## src/rtl/counter_run_ctrl.sv

```systemverilog
// Run/pause/stop sequencer around an N-bit up/down counter stepped by a prescaled tick.
// Latency: commands act at the next clk edge; first step TICK_DIV cycles after entering RUN.
module counter_run_ctrl #(
    parameter int N        = 4,
    parameter int TICK_DIV = 50_000_000
) (
    input  logic         clk,
    input  logic         reset,
    input  logic         start,
    input  logic         stop,
    input  logic         clear,
    input  logic         load,
    input  logic [N-1:0] load_val,
    input  logic         dir_up,
    input  logic         wrap_en,
    input  logic [N-1:0] limit,
    output logic [N-1:0] count,
    output logic         tick,
    output logic         running,
    output logic         done,
    output logic [1:0]   state
);

    localparam int PW = $clog2(TICK_DIV);
    localparam logic [PW-1:0] PRESC_MAX = PW'(TICK_DIV - 1);

    typedef enum logic [1:0] {
        IDLE  = 2'd0,
        RUN   = 2'd1,
        PAUSE = 2'd2,
        DONE  = 2'd3
    } state_t;

    state_t        cur_state, nxt_state;
    logic [N-1:0]  count_q, count_nxt;
    logic [PW-1:0] presc_q, presc_nxt;

    // The highest-priority asserted command masks all lower ones, even when
    // that command is itself ignored in the current state.
    logic cmd_stop, cmd_start, cmd_load, at_tick;

    assign cmd_stop  = stop & ~clear;
    assign cmd_start = start & ~clear & ~stop;
    assign cmd_load  = load & ~clear & ~stop & ~start;
    assign at_tick   = (cur_state == RUN) && (presc_q == PRESC_MAX);

    always_ff @(posedge clk) begin
        if (reset) begin
            cur_state <= IDLE;
            count_q   <= '0;
            presc_q   <= '0;
        end else begin
            cur_state <= nxt_state;
            count_q   <= count_nxt;
            presc_q   <= presc_nxt;
        end
    end

    always_comb begin
        nxt_state = cur_state;
        count_nxt = count_q;
        presc_nxt = presc_q;
        if (clear) begin
            nxt_state = IDLE;
            count_nxt = '0;
            presc_nxt = '0;
        end else begin
            case (cur_state)
                IDLE: begin
                    if (cmd_start) begin
                        nxt_state = RUN;
                        presc_nxt = '0;
                    end else if (cmd_load) begin
                        count_nxt = load_val;
                    end
                end
                RUN: begin
                    if (cmd_stop) begin
                        nxt_state = PAUSE;
                    end else if (at_tick) begin
                        presc_nxt = '0;
                        if (dir_up) begin
                            // count above limit is treated as sitting on the bound
                            if (count_q < limit)   count_nxt = count_q + N'(1);
                            else if (wrap_en)      count_nxt = '0;
                            else                   nxt_state = DONE;
                        end else begin
                            if (count_q != '0)     count_nxt = count_q - N'(1);
                            else if (wrap_en)      count_nxt = limit;
                            else                   nxt_state = DONE;
                        end
                    end else begin
                        presc_nxt = presc_q + PW'(1);
                    end
                end
                PAUSE: begin
                    if (cmd_start) begin
                        nxt_state = RUN;
                    end else if (cmd_load) begin
                        count_nxt = load_val;
                    end
                end
                DONE: begin
                    if (cmd_start) begin
                        nxt_state = RUN;
                        presc_nxt = '0;
                        count_nxt = dir_up ? '0 : limit;
                    end
                end
                default: nxt_state = IDLE;
            endcase
        end
    end

    always_comb begin
        count   = count_q;
        state   = cur_state;
        running = (cur_state == RUN);
        done    = (cur_state == DONE);
        tick    = at_tick & ~stop & ~clear & ~reset;
    end

endmodule
```

## config.mk

```make
export PLATFORM = sky130hd
export DESIGN_NAME = counter_run_ctrl
export DESIGN_NICKNAME = d
export VERILOG_FILES = /design/src/rtl/counter_run_ctrl.sv
export SDC_FILE = /design/constraint.sdc
export NUM_CORES = 1
export LEC_CHECK = 0
export ABC_AREA = 1
export CAP_MARGIN = 20
export CORE_ASPECT_RATIO = 1.5
export CORE_MARGIN = 2
export CORE_UTILIZATION = 38
export CTS_BUF_LIST = sky130_fd_sc_hd__clkbuf_4 sky130_fd_sc_hd__clkbuf_8
export DETAILED_ROUTE_END_ITERATION = 10
export PLACE_DENSITY = 0.62
export SETUP_SLACK_MARGIN = 0.3
export SLEW_MARGIN = 25
export SYNTH_ARGS = -nofsm -noshare
export SYNTH_HDL_FRONTEND = slang
export SYNTH_SLANG_ARGS = --single-unit
```

## constraint.sdc

```tcl
create_clock -name clk -period 4.45 [get_ports clk]
set_input_delay 1.335 -clock clk [delete_from_list [all_inputs] [get_ports clk]]
set_output_delay 1.335 -clock clk [all_outputs]
set_load 0.02 [all_outputs]
```

==> out/qor.txt <==
CORE AREA -> 6130 um2
Root Buffer -> clkbuf_8
Critical path capture point type -> primary output
Fin. Hold Viols -> 0
Reg2reg setup slack -> 2250 ps
Detailed Route Iter0 Violations -> 86
CTS Sinks -> 32
Max_cap viols -> 0
Die Area -> 7030 um2
Maximum vdd drop -> 0.000135 V
R2R depth -> 10
Num rows -> 35
Final hold slack -> 479 ps
RePlAce Congestion -> 0.884
Clock-pin slew on the worst setup and hold paths -> 70 ps
Vias in the first global route -> 2,555
Setup Buffers After CTS -> 0
Setup crit start kind -> input pin
Post-synth top cells -> nand2_1 (123), nor2_1 (52), inv_1 (48)
Multi-input gate area -> 1530 um2
Most frequent cell after synthesis -> nand2_1
Distinct cells, synth -> 32
RR Startpoint -> state[0]$_SDFFE_PP0P_
Syn Nets -> 429
Internal power -> 0.449 mW
Initial core utilization -> 39.4%
Post-Place Cells -> 500
Area delta synth->final -> 17.5%
Initial antenna violation count -> 0
Hold crit path type -> flip-flop to flip-flop
ANT cells -> 0
Setup TNS -> 0 ps
Post-synth EDFFs -> 0
Post-Route WL -> 6410 um
Simple-gate share of the synthesized area -> 46.6%
Synth Area in XOR/XNOR -> 2.18%
Min cycle time layout -> 3970 ps
Async SR Flop Fraction -> 0%
WP data required -> 3120 ps
Post-DRT Antenna Nets -> 0
Die width -> 69.1 um
Fin area -> 2840 um2
CTS Buffer Depth -> 2
Hold Path Sink -> presc_q[20]$_SDFFE_PP0P_
Area share of fa/ha/maj cells after synthesis -> 5.70%
Multiplexer share of the synthesized area -> 0%
First-pass GRT wire length -> 11,300 um
CP max FO -> 3
Post-DP Area -> 2750 um2
Clock skew -> 7.44 ps
Post-synthesis compound-gate area fraction -> 8.96%
Hold Path Cell Cnt -> 2
Synth top area share -> 26.5%
CP max stage cell -> clkdlybuf4s50_1
Unrepaired setup endpoints after global routing -> false
Dominant cells by area after synthesis -> dfxtp_1 (27%), nand2_1 (19%), nor2_1 (8.1%)
Max Fclk -> 252 MHz
Total I/O pin count -> 25
Cell taking the most area after synthesis -> dfxtp_1
CTS buffer count -> 5
Seq pwr share -> 47.3%
Switching Share -> 27.2%
Cells along the critical path -> clkdlybuf4s50_1, nor2_2, clkinv_1, nor4_1, dlygate4sd2_1
Clock latency on the worst-skew pair -> 290 ps
Max-slew violation count -> 0
P_leak -> 1.14 nW
DR DRC count -> 0
Post-synthesis sequential area ratio -> 26.5%
Slew at the pin closest to its max-slew limit -> 498 ps
Mean routed wirelength per cell -> 12.6 um
Vias -> 2,517
NetSw -> 0.167 mW
Die Height -> 102 um
Total gr overflow -> 0
Layout cells sized above 1 -> 10.6%
Clock Power Share -> 37.5%
Setup-failing EPs final -> 0
Number of port buffers -> 24
Hold Startpoint -> presc_q[20]$_SDFFE_PP0P_
Hold buffers post-CTS -> 0
Largest net degree at the start of global routing -> 19
Syn Inst Count -> 402
Flops & latches, synth -> 32
Largest family of logic cells by synthesized area -> simple AND/OR/NAND/NOR gates
CTS tree -> yes
CP Class -> input pin to primary output
DRT Pass-1 Iters -> 5
Worst flop-to-flop path endpoint -> presc_q[7]$_SDFFE_PP0P_
CP peak stage delay -> 460 ps
YS warnings -> 0
Reg area -> 641 um2
Avg Inst Size Synth -> 6.01 um2
Combinational power share -> 15.2%
Slew HR -> 66.7%
Non-Filler Instances -> 508
Final #Nets -> 460
PwrDens -> 217 nW/um2
Crit path DAT -> 2640 ps
Final Power -> 0.616 mW
Vias per cell -> 4.95
Final worst path period share -> 89.3%
Top_reg_cell synth -> dfxtp_1
Hpwl dp -> 5240 um
All-Layer GR Usage -> 20.0%
Cell Area, Synth -> 2420 um2
H-tree depth -> 2
Status -> completed
Fill count -> 687
-- cells by family after synthesis --
group / after synthesis
AOI/OAI and AO/OA: 41
xor gates and xnor gates: 6
adders and majority gates: 11
buffers and inverters: 61
DFF: 32
and+or+nand+nor: 251
-- layer usage --
| layer | track usage, % | wire (um) | up-vias |
|---|---|---|---|
| met5 | 0 | 0 | - |
| met4 | 9.20 | 168 | 0 |
| met3 | 2.49 | 203 | 15 |
| met2 | 41.2 | 3590 | 61 |
| met1 | 19.4 | 2450 | 1107 |
| li1 | - | - | 1334 |
-- power by group through the flow --
| stage | logic [mW] | registers (mW) | clock network (mW) |
|---|---|---|---|
| CTS | 0.0946 | 0.291 | 0.241 |
| floorplan | 0.0550 | 0.299 | 0 |
| finish | 0.0935 | 0.291 | 0.231 |
| global route | 0.106 | 0.292 | 0.252 |
| global placement | 0.0941 | 0.298 | 0 |
| detailed placement | 0.0940 | 0.298 | 0 |
-- through the flow --
step                      worst slack, ps  utilization, %
after floorplan                       561               -
after global placement                251            44.8
after detailed placement              178            44.8
after CTS                             465            46.3
after global routing                  329            46.3
final                                 478            46.3
-- flip-flops by register name, summed over array words and instances (netlist names) --
signal,flops
presc_q,26
count,4
state,2
-- how the worst max path moves through the flow --
stage	cells past startpoint	startpoint	to	slack (ps)
after floorplan	3	clear	tick	560
after detailed placement	5	clear	tick	180
after global placement	5	clear	tick	250
after global routing	5	clear	tick	330
final	5	clear	tick	480
after CTS	5	clear	tick	460
-- critical path, delay by kind of cell --
| kind | cells | cell delay [ps] |
|---|---|---|
| buffers and inverters | 3 | 920 |
| AND/OR/NAND/NOR | 2 | 380 |
-- cells in the final DEF (no fill, tap or decap), types with 3 or more instances in the layout --
master           synthesis  layout
dfxtp_1                 32      32
buf_4                    1       3
clkdlybuf4s50_1          0      23
nand3_2                  3       3
ha_1                    11      11
nor2_1                  52      52
nor4_1                   3       3
a21oi_1                 19      19
nand2_2                  8       8
nand2_1                123     123
inv_2                    7       7
nand4_1                  5       5
clkbuf_8                 0       6
nand3_1                 28      28
o21ai_0                 16      16
nor3_1                  13      13
nor2_2                   8       8
inv_1                   48      48
xor2_1                   4       4
nor3_2                   4       4
-- layout make-up --
type	count	area share, %
Clock inverter	2	0.353
Clock buffer	6	2.91
Multi-Input combinational cell	309	53.9
Timing Repair Buffer	27	9.21
Sequential cell	32	22.6
Tap cell	74	3.26
Inverter	58	7.76
-- what timing repair did --
action                                  CTS  global route
hold endpoints to repair                  0             0
resized for setup                         1             0
endpoints found under the setup margin    1             0
Note: power is estimated with default switching activity, not from simulation.
